## src/rtl/gpio_pkg.sv

```systemverilog
// Shared types and constants for the GPIO bus arbiter and its helpers.
package gpio_pkg;

  typedef enum logic [1:0] {
    IDLE,
    ACCESS,
    WAIT,
    DONE
  } state_e;

  localparam int unsigned M_CPU = 0;
  localparam int unsigned M_DBG = 1;

  // Register map seen through the GPIO address decoder
  localparam logic [1:0] GPIO_STATUS = 2'b00;
  localparam logic [1:0] GPIO_INPUT  = 2'b01;
  localparam logic [1:0] GPIO_OUT1   = 2'b10;
  localparam logic [1:0] GPIO_OUT2   = 2'b11;

endpackage

```

## src/rtl/gpio_rr_pick.sv

```systemverilog
// Two-way round-robin chooser: a lone requester wins, a tie goes to the
// master that did not own the bus last.
module gpio_rr_pick (
  input  logic [1:0] req,
  input  logic       last,
  output logic [1:0] win
);

  always_comb begin
    win    = 2'b00;
    win[0] = req[0] & (~req[1] | last);
    win[1] = req[1] & (~req[0] | ~last);
  end

endmodule

```

## src/rtl/gpio_bus_arb.sv

```systemverilog
// Two-master arbiter and access sequencer in front of the GPIO register block:
// grants one master, holds the decoder address for the read latency, returns an ack.
module gpio_bus_arb
  import gpio_pkg::*;
#(
  parameter int unsigned DW     = 32,
  parameter int unsigned AW     = 2,
  parameter int unsigned RD_LAT = 0
) (
  input  logic          clk,
  input  logic          rst_n,
  input  logic [1:0]    m_req,
  input  logic [1:0]    m_we,
  input  logic [AW-1:0] m0_a,
  input  logic [AW-1:0] m1_a,
  input  logic [DW-1:0] m0_wd,
  input  logic [DW-1:0] m1_wd,
  output logic [1:0]    m_gnt,
  output logic [1:0]    m_ack,
  output logic [DW-1:0] m_rd,
  output logic [AW-1:0] periph_a,
  output logic          periph_we,
  output logic [DW-1:0] periph_wd,
  input  logic [DW-1:0] periph_rd
);

  localparam int unsigned CW = 3;
  localparam logic [CW-1:0] LatLoad = CW'(RD_LAT);
  localparam logic HasLat = (RD_LAT != 0);

  state_e        r_state;
  state_e        w_state_nxt;
  logic          r_last;
  logic [1:0]    r_gnt;
  logic [AW-1:0] r_a;
  logic          r_we;
  logic [DW-1:0] r_wd;
  logic [DW-1:0] r_rd;
  logic [CW-1:0] r_cnt;
  logic [1:0]    w_win;
  logic          w_start;
  logic          w_capture;

  gpio_rr_pick u_pick (
    .req  (m_req),
    .last (r_last),
    .win  (w_win)
  );

  always_ff @(posedge clk or negedge rst_n) begin
    if (!rst_n) begin
      r_state <= IDLE;
    end else begin
      r_state <= w_state_nxt;
    end
  end

  always_comb begin
    w_state_nxt = r_state;
    w_start     = 1'b0;
    w_capture   = 1'b0;
    unique case (r_state)
      IDLE: begin
        if (|m_req) begin
          w_start     = 1'b1;
          w_state_nxt = ACCESS;
        end
      end
      ACCESS: begin
        if (!r_we && HasLat) begin
          w_state_nxt = WAIT;
        end else begin
          w_capture   = ~r_we;
          w_state_nxt = DONE;
        end
      end
      WAIT: begin
        if (r_cnt == CW'(1)) begin
          w_capture   = 1'b1;
          w_state_nxt = DONE;
        end
      end
      DONE: w_state_nxt = IDLE;
      default: w_state_nxt = IDLE;
    endcase
  end

  always_comb begin
    m_ack     = 2'b00;
    periph_a  = '0;
    periph_we = 1'b0;
    periph_wd = '0;
    unique case (r_state)
      ACCESS: begin
        periph_a  = r_a;
        periph_we = r_we;
        periph_wd = r_wd;
      end
      WAIT:    periph_a = r_a;
      DONE:    m_ack = r_gnt;
      default: ;
    endcase
  end

  // Owner's request is latched so later changes on the master side are ignored
  always_ff @(posedge clk or negedge rst_n) begin
    if (!rst_n) begin
      r_last <= 1'b1;
      r_gnt  <= 2'b00;
      r_a    <= '0;
      r_we   <= 1'b0;
      r_wd   <= '0;
      r_cnt  <= '0;
      r_rd   <= '0;
    end else begin
      if (w_start) begin
        r_gnt  <= w_win;
        r_last <= w_win[1];
        r_a    <= w_win[1] ? m1_a : m0_a;
        r_we   <= w_win[1] ? m_we[1] : m_we[0];
        r_wd   <= w_win[1] ? m1_wd : m0_wd;
      end else if (r_state == DONE) begin
        r_gnt <= 2'b00;
      end
      if (r_state == ACCESS && !r_we && HasLat) begin
        r_cnt <= LatLoad;
      end else if (r_state == WAIT) begin
        r_cnt <= r_cnt - CW'(1);
      end
      if (w_capture) begin
        r_rd <= periph_rd;
      end
    end
  end

  assign m_gnt = r_gnt;
  assign m_rd  = r_rd;

endmodule

```

## config.mk

```make
export PLATFORM = sky130hd
export DESIGN_NAME = gpio_bus_arb
export DESIGN_NICKNAME = d
export VERILOG_FILES = /design/src/rtl/gpio_pkg.sv /design/src/rtl/gpio_rr_pick.sv /design/src/rtl/gpio_bus_arb.sv
export SDC_FILE = /design/constraint.sdc
export NUM_CORES = 1
export LEC_CHECK = 0
export ABC_AREA = 0
export CORE_ASPECT_RATIO = 0.9
export CORE_UTILIZATION = 25
export DETAILED_ROUTE_END_ITERATION = 8
export MAX_ROUTING_LAYER = met4
export SYNTH_ARGS = -nofsm -noshare
export SYNTH_HDL_FRONTEND = slang
export SYNTH_SLANG_ARGS = --single-unit
```

## constraint.sdc

```tcl
create_clock -name clk -period 1.7 [get_ports clk]
set_clock_uncertainty 0.1 [all_clocks]
set_input_delay 0.34 -clock clk [delete_from_list [all_inputs] [get_ports clk]]
set_output_delay 0.34 -clock clk [all_outputs]
set_load 0.02 [all_outputs]
```

## Word level (Yosys, flattened, before mapping)

Index checks and enable logic that the tools add are counted.

- Register bits after elaboration: 75
- Output and inout port bits: 71

- Mux-type cells: 16
- Bitwise logic cells: 8
- Add/subtract/negate cells: 1
- Reduce and logical (&&, ||, !) cells: 5
- Eq/ne operators: 6

Operators with widths:

| operator | count |
|---|---|
| 2-to-1 mux 32 bit | 2 |
| 2-to-1 mux 2 bit | 7 |
| case mux 2 bit (4 select lines) | 1 |
| 2-to-1 mux 1 bit | 5 |
| == test 2 bit (second input constant) | 2 |
| != test 2 bit (second input constant) | 2 |
| inverter 1 bit | 4 |
| OR reduction 2 bit | 2 |
| == test 3 x 1 -> 1 bit (second input constant) | 1 |
| subtractor 3 x 1 -> 3 bit (second input constant) | 1 |
| bitwise AND 1 bit | 2 |
| == test 2 x 1 -> 1 bit (second input constant) | 1 |
| zero test 2 bit | 1 |
| OR 1 bit | 2 |
| case mux 1 bit (2 select lines) | 1 |
| AND reduction 2 bit | 1 |
| nonzero test 2 bit | 1 |

## Longest topological paths before layout

Gate-level depths: netlist of run 1.

- Depth after elaboration: 4
- Depth in mapped cells: 6
- Mapped depth without buffers: 5

## By module

A second synthesis of run 1 with hierarchy kept.

- Cell total of the unflattened synthesis: 302
- Area, all modules: 3499.6 um^2

Modules (own cells, without submodules):

| module | sequential area each (um^2) | area an instance (um^2) | cells each | times used |
|---|---|---|---|---|
| gpio_bus_arb | 1878.1 | 3480.8 | 299 | 1 |
| gpio_rr_pick | 0.0 | 18.8 | 3 | 1 |

## Worst setup path after synthesis of run 1

No wires, ideal clock.

- Path kind: register -> register
- Start point: register r_state[0]
- End point: register r_rd[0], in the netlist m_rd[0]
- Path slack: -0.059 ns
- Stages on the path, launching flop included: 7
- Data arrival time: 1.534 ns
- Path buffers: 1
- Data required time: 1.475 ns
- Path through: dfrtp_1 -> inv_1 -> ha_1 -> nand2_1 -> o21ai_4 -> buf_6 -> mux2_2

- Longest elaborated chain between the ends: 2

RTL lines:

| element | RTL line | RTL |
|---|---|---|
| from (decl) | gpio_bus_arb.sv:31 | `state_e r_state;` |
| from (signal assigned) | gpio_bus_arb.sv:54 | `r_state <= w_state_nxt;` |
| == test 2 bit / == test 2 x 1 -> 1 bit (equally long branches) | gpio_bus_arb.sv:62 | `unique case (r_state)` |
| case mux 1 bit (2 select lines) * | gpio_bus_arb.sv:62 |  |
| to (signal assigned) | gpio_bus_arb.sv:131 | `r_rd <= periph_rd;` |
| to (decl) | gpio_bus_arb.sv:38 | `logic [DW-1:0] r_rd;` |

Mark *: on every way between the ends. The rest lies on a longest branch, timed or not.
A chain may end at the register's enable or synchronous reset.

## Final worst setup path of run 1

- Start point: register r_state[1]
- End point: register r_rd[6], in the netlist m_rd[6]

Same word-level chain as after synthesis.

==> results of run 1 <==
==> sequential cells by signal (all words and copies together) (netlist names) <==
| signal | cells |
|---|---|
| m_gnt | 2 |
| m_rd | 32 |
| r_a | 2 |
| r_cnt | 3 |
| r_last | 1 |
| r_state | 2 |
| r_wd | 32 |
| r_we | 1 |
==> worst max-delay path by stage <==
stage / startpoint / end / slack, ns / cells after the start
2_1_floorplan: r_state[1] / m_rd[11] / -0.05 / 6
3_3_place_gp: r_state[1] / periph_wd[26] / -0.34 / 5
3_5_place_dp: r_state[1] / periph_wd[26] / -0.34 / 5
4_1_cts: r_state[1] / m_rd[25] / -0.26 / 8
5_1_grt: r_state[1] / m_rd[6] / -0.33 / 9
6_report: r_state[1] / m_rd[6] / -0.26 / 9
==> placed cells by master (no fill, tap or decap), types with 2 or more instances in the layout <==
| cell | n |
|---|---|
| ha_1 | 3 |
| dfrtp_1 | 73 |
| nand2_1 | 37 |
| dlygate4sd2_1 | 34 |
| buf_6 | 45 |
| mux2_2 | 8 |
| mux2i_1 | 37 |
| clkbuf_8 | 3 |
| mux2_4 | 25 |
| buf_12 | 7 |
| clkbuf_16 | 13 |
| clkinv_2 | 2 |
| buf_4 | 13 |
| and2_4 | 36 |
| o21ai_4 | 2 |
| o21ai_1 | 28 |
| o21ai_0 | 7 |
| inv_1 | 3 |
| clkdlybuf4s50_1 | 104 |
| inv_2 | 2 |
| ha_4 | 4 |
==> Yosys cell counts, types with 2 or more instances <==
master and instances:
ha_1 7, a22oi_1 2, mux2i_1 37, mux2_2 31, buf_8 3, clkbuf_1 10
buf_6 4, and2_1 37, mux2_1 2, o21ai_0 7, nand2_1 38, dfrtp_1 74
o21ai_1 28, inv_1 5
==> per-layer routing <==
layer	routed length [µm]	track usage (%)	vias up
li1	-	-	1416
met1	4520	16.8	1334
met2	4580	20.8	146
met3	829	5.05	10
met4	140	5.48	0
met5	0	-	-
==> stage by stage <==
step | instances | worst slack (ns) | utilization (%) | instance area, µm²
finish | 672 | -0.256 | 47.1 | 6360
CTS | 663 | -0.256 | 43.8 | 5910
floorplan | 297 | -0.0465 | - | 3550
global route | 672 | -0.326 | 47.1 | 6360
detailed placement | 645 | -0.338 | 41.6 | 5630
global placement | 645 | -0.340 | 41.6 | 5630
==> cell families (layout without fill, tap and decap cells) <==
group | after synthesis | count (layout) | synth area share (%)
AOI/OAI and AO/OA | 43 | 43 | 7.06
xor gates and xnor gates | 2 | 2 | 0.499
adders and majority gates | 7 | 7 | 2.49
buffers and inverters | 22 | 229 | 4.17
DFF | 75 | 75 | 53.5
muxes | 70 | 70 | 21.1
and+or+nand+nor | 78 | 78 | 11.2
==> what timing repair did <==
| item | CTS | global route |
|---|---|---|
| endpoints found under the hold margin | 74 | 0 |
| cloned | 1 | 6 |
| gates resized for setup | 238 | 94 |
| setup buffers | 0 | 4 |
| endpoints found under the setup margin | 104 | 70 |
| hold buffers | 1 | 0 |
| pin swaps | 2 | 27 |
==> report_power, final <==
part | leakage, nW | switching, mW | internal [mW]
Combinational | 1.86 | 3.01 | 3.73
Clock | 0.155 | 0.724 | 1.25
Sequential | 0.899 | 0.509 | 2.71
Total | 2.91 | 4.24 | 7.70
==> area by class of cell <==
| cell class | count | area, µm² |
|---|---|---|
| clock buffers | 12 | 267 |
| repair buffers | 208 | 2190 |
| multi-input cells | 200 | 1750 |
| flip-flops and latches | 75 | 1880 |
| inverters | 5 | 18.8 |
| fillers | 1247 | 7150 |
| well taps | 168 | 210 |
| clock inverters | 4 | 47.5 |
==> key figures, run 1 <==
Timing
  – Slew Limit Fails: 0
  – Hold Fails Final Rpt: 0
  – Final WS setup: -0.256 ns
  – Fmax: slightly above 0.5 GHz
  – Actual slew at the worst max-slew pin: a little under 0.4 ns
  – Rel. slew slack: between 70% and 80%
  – Hold slack: about 0.37 ns
  – Fin crit period: just under 2 ns
  – Tcrit/Tclk final: 115%
  – Final setup viols: 70
  – Post-Route Setup TNS: -14.58 ns
  – RSZ-0062 raised after global routing: true

Global routing
  – Initial antenna violation count: 0
  – Number of global-route vias before repair: around 2900
  – Global-route wire length before repair: around 15 mm
  – Global Route Usage Sum: 13.8%
  – Largest net degree at the start of global routing: 76
  – Congestion Overflow GR: 0

Cells and area
  – Share of cells above drive strength 1: 33.1%
  – Antenna Cells: 0
  – Area Growth Syn to Fin: 81.3%
  – Layout Nets: approximately 600

Setup path
  – R2R depth: 9
  – Critical path class: reg -> reg
  – Critical path required time: about 1.8 ns
  – Slowest stage delay, CP: roughly 0.35 ns
  – FF-to-FF Start: r_state[1]
  – CP most frequent cell: buf_6
  – R2R setup slack: -0.26 ns
  – Slowest cell on crit path: dfrtp_1
  – CP Cell Sequence: inv_2, buf_6, ha_4, buf_6, nand3b_1, o21ai_4, buf_12, clkbuf_16, mux2_4
  – WP data arrival: a little over 2 ns
  – Critical Path Fanout Max: 8
  – Delay-heaviest family, CP: buffers and inverters
  – Setup crit end kind: register
  – WP buf/inv: 5
  – Worst r2r dst: m_rd[6]
  – Nature of the critical path startpoint: register

Detailed routing
  – Final WL: about 10 mm
  – Drt drc: 0
  – Remaining antenna violation count: 0
  – WL per Instance: around 15 µm
  – DR vias/cell: 4.32
  – First DRT Iteration DRCs: 78
  – 1st-pass router iterations: 4
  – Total vias in the final route: between 2000 and 3000

Synth
  – Yosys reg bits: 75
  – Async SR Flop Fraction: 100%
  – Yosys top cell by area: dfrtp_1
  – Top post-synthesis cells by area: dfrtp_1 53%, mux2i_1 11%, mux2_2 9.9%
  – Synth top area share: 52.7%
  – Distinct cells, synth: 26
  – Post-synth EDFFs: 0
  – Post-synthesis cell count: about 300
  – Average size of a mapped cell: ~12 µm²
  – Mapped cell area: between 0.003 and 0.004 mm²
  – Post-synthesis net count: 410
  – Synth Warn #: 0
  – Most used DFF post-synth: dfrtp_1
  – Sequential fraction of the synthesis area: between 50% and 60%

Floorplan
  – Initial Util: 26.0%
  – Core Rows: 40
  – Core area: approximately 0.014 mm²
  – Die H: between 100 and 150 µm
  – Chip width: between 100 and 150 µm
  – Num ports: 177
  – Total die area: 0.0145 mm²

Hold path
  – HP Start: r_cnt[2]
  – Hold path depth: 1
  – Worst Hold End: r_cnt[2]
  – Worst min path class: reg -> reg

Clock network
  – CTS max path bufs: 2
  – CTS sink cnt: between 70 and 80
  – # H-tree levels: 3
  – Clk_lat worst skew: ~0.34 ns
  – CTS tree: done
  – CTS Buf Count: 9
  – Clock transition at path regs: ~0.06 ns
  – Clock root cell: clkbuf_16

Power and ir drop
  – Final Power: 11.9 mW
  – Leakage: slightly below 3 nW
  – Pwr/cell area: between 1500 and 2000 mW/mm²
  – Max IR drop VDD: between 700 and 800 µV

Status
  – Failing checks: setup timing
  – Status: complete, but fails checks

Placement
  – Final Wtd Congestion: about 0.72
  – DP HPWL: just under 7 mm
  – Port bufs: 176

Flow run
  – Max-Cap Viols: 0
Note: power is estimated with default switching activity, not from simulation.
==> run 2, diff against run 1 <==
--- a/config.mk
+++ b/config.mk
@@ -9,7 +9,6 @@
 export CORE_ASPECT_RATIO = 0.9
 export CORE_UTILIZATION = 25
 export DETAILED_ROUTE_END_ITERATION = 8
-export MAX_ROUTING_LAYER = met4
 export SYNTH_ARGS = -nofsm -noshare
 export SYNTH_HDL_FRONTEND = slang
 export SYNTH_SLANG_ARGS = --single-unit
==> constraint.sdc (replaced) <==
create_clock -name clk -period 1.6 [get_ports clk]
set_clock_uncertainty 0.1 [all_clocks]
set_input_delay 0.32 -clock clk [delete_from_list [all_inputs] [get_ports clk]]
set_output_delay 0.32 -clock clk [all_outputs]
set_load 0.02 [all_outputs]
==> run 2 against run 1 <==
The flow still finishes with violations (setup timing). Non-clock buffer count increased by 7. Total power increased by 9.5%. Sequential power increased by 6%. Fmax decreased by 0.49%. Worst hold slack got worse by 0.086 ns. Die area unchanged. Count of clock-buffer cells in the layout decreased by 1. Critical endpoint is now m_rd[7].
==> key figures, run 2 (synthesis gave the netlist of run 1 again) <==
Timing
  – Fmax: 0.509 GHz (-0.49%)
  – Final setup viols: 70 (unchanged)
  – Post-Route Setup TNS: -19.11 ns (-4.53 ns)
  – Final WS setup: -0.365 ns (-0.110 ns)
  – Fin crit period: 1.97 ns (+0.00971 ns)
  – Actual slew at the worst max-slew pin: 0.289 ns (-0.107 ns)
  – Tcrit/Tclk final: 123% (+7.8 points)
  – Slew Limit Fails: 0 (unchanged)
  – RSZ-0062 raised after global routing: true
  – Rel. slew slack: 80.8% (+7.2 points)
  – Hold Fails Final Rpt: 0 (unchanged)

Floorplan
  – Core Rows: 40 (unchanged)
  – Core area: 0.0135 mm² (unchanged)
  – Chip width: 127 µm (unchanged)
  – Die H: 114 µm (unchanged)
  – Total die area: 0.0145 mm² (unchanged)
  – Initial Util: 26.0% (unchanged)
  – Num ports: 177 (unchanged)

Power and ir drop
  – Leakage: 2.97 nW (+1.9%)
  – Final Power: 13.1 mW (+9.5%)
  – Pwr/cell area: 2020 mW/mm² (+7.7%)
  – Max IR drop VDD: 729 µV (-6.1%)

Clock network
  – CTS max path bufs: 2 (unchanged)
  – CTS tree: done
  – CTS sink cnt: 75 (unchanged)
  – Clock transition at path regs: 0.05 ns (about the same)
  – CTS Buf Count: 9 (unchanged)
  – # H-tree levels: 3 (unchanged)
  – Clock root cell: clkbuf_16
  – Clk_lat worst skew: 0.34 ns (about the same)

Detailed routing
  – Final WL: 10.3 mm (+2.4%)
  – Remaining antenna violation count: 0 (unchanged)
  – 1st-pass router iterations: 4 (unchanged)
  – WL per Instance: 15.2 µm (+1.3%)
  – First DRT Iteration DRCs: 87 (+12%)
  – DR vias/cell: 4.35 (+0.54%)
  – Total vias in the final route: 2952 (+1.6%)
  – Drt drc: 0 (unchanged)

Cells and area
  – Area Growth Syn to Fin: 84.3%
  – Antenna Cells: 0 (unchanged)
  – Share of cells above drive strength 1: 32.1% (-1.0 points)
  – Design Area, Final: 0.00647 mm² (+1.7%)
  – Layout Nets: 619 (+1.1%)
  – Layout Cells excl Fill: 679 (+1.0%)
  – Fill cells: 1262 (+1.2%)
  – Most common cell after layout, fill and taps aside: clkdlybuf4s50_1
  – Most frequent cells in the layout: 104 x clkdlybuf4s50_1, 73 x dfrtp_1, 43 x buf_6

Setup path
  – Nature of the critical path startpoint: register
  – Setup crit end kind: register
  – Critical path required time: 1.72 ns (-0.10 ns)
  – WP data arrival: 2.08 ns (about the same)
  – FF-to-FF Start: r_state[1]
  – Critical Path Fanout Max: 8 (unchanged)
  – Worst Setup SP: r_state[1]
  – Critical path class: reg -> reg

Global routing
  – Global-route wire length before repair: 15.2 mm (+4.0%)
  – Initial antenna violation count: 0 (unchanged)
  – Gr busiest metal: met2
  – Congestion Overflow GR: 0 (unchanged)
  – Global Route Usage Sum: 13.9% (+0.068 points)
  – Largest net degree at the start of global routing: 51 (-33%)
  – Number of global-route vias before repair: 3029 (+4.4%)
  – Grt met1 use: 16.5% (-0.30 points)
  – Met3 usage: 6.64% (+1.6 points)
  – Met2 Resource Use GR: 22.1% (+1.3 points)

Placement
  – Dpl cells: 648 (+0.47%)
  – Port bufs: 176 (unchanged)
  – Final Wtd Congestion: 0.738 (+2.3%)
  – DP HPWL: 7.28 mm (+5.2%)
  – Placed Area: 0.00568 mm² (+0.84%)

Status
  – Status: complete, but fails checks
  – Failing checks: setup timing

Hold path
  – Worst min path class: in -> async

Flow run
  – Max-Cap Viols: 0 (unchanged)
-- run 2: repair_timing --
action	CTS	global route
endpoints found under the setup margin	105	73
cloned	1	4
gates resized for setup	281	49
hold endpoints to repair	38	0
setup buffers	5	6
hold buffers	1	0
pin swaps	8	11
-- run 2: worst paths after layout --
path | to | slack [ns] | depth (start not counted)
max | m_rd[7] | -0.37 | 9
min | r_wd[7] | 0.28 | 2
max reg2reg | m_rd[7] | -0.37 | 9
min reg2reg | r_cnt[2] | 0.37 | 1
max in group asynchronous | r_state[0] | 0.63 | 3
min in group clk | r_cnt[2] | 0.37 | 1
-- run 2: layout make-up --
cell class / instances / area [µm²] / share of cell area (%)
clock buffer: 11 / 233 / 3.60
clock inverter: 5 / 125 / 1.93
inverter: 5 / 18.8 / 0.290
multi-input combinational: 200 / 1760 / 27.2
sequential: 75 / 1880 / 29.0
tap: 168 / 210 / 3.25
timing repair buffer: 215 / 2250 / 34.7
-- run 2: per-layer routing --
metal / vias to the layer above / routed length, µm
met1: 1373 / 4620
met2: 143 / 4560
met3: 8 / 1020
met5: - / 0
met4: 0 / 108
li1: 1428 / -
-- run 2: stage by stage --
stage,worst slack [ns],hold slack (ns),util [%]
after floorplan,-0.146,-0.0756,-
after detailed placement,-0.431,0.0971,42.0
final,-0.365,0.280,47.9
after global routing,-0.433,0.282,47.9
after CTS,-0.370,0.269,45.7
after global placement,-0.472,0.0974,42.0
-- run 2: critical path, cell delays in order, from the launching register on --
cell,delay [ns]
dfrtp_1,0.37
inv_2,0.06
buf_6,0.12
ha_4,0.27
buf_12,0.10
nand3b_1,0.11
o21ai_4,0.09
buf_12,0.14
clkbuf_16,0.17
mux2_4,0.31
-- run 2: where the power goes --
| group | internal, mW | switching (mW) |
|---|---|---|
| clock network | 1.68 | 0.766 |
| logic | 3.99 | 3.21 |
| registers | 2.88 | 0.534 |
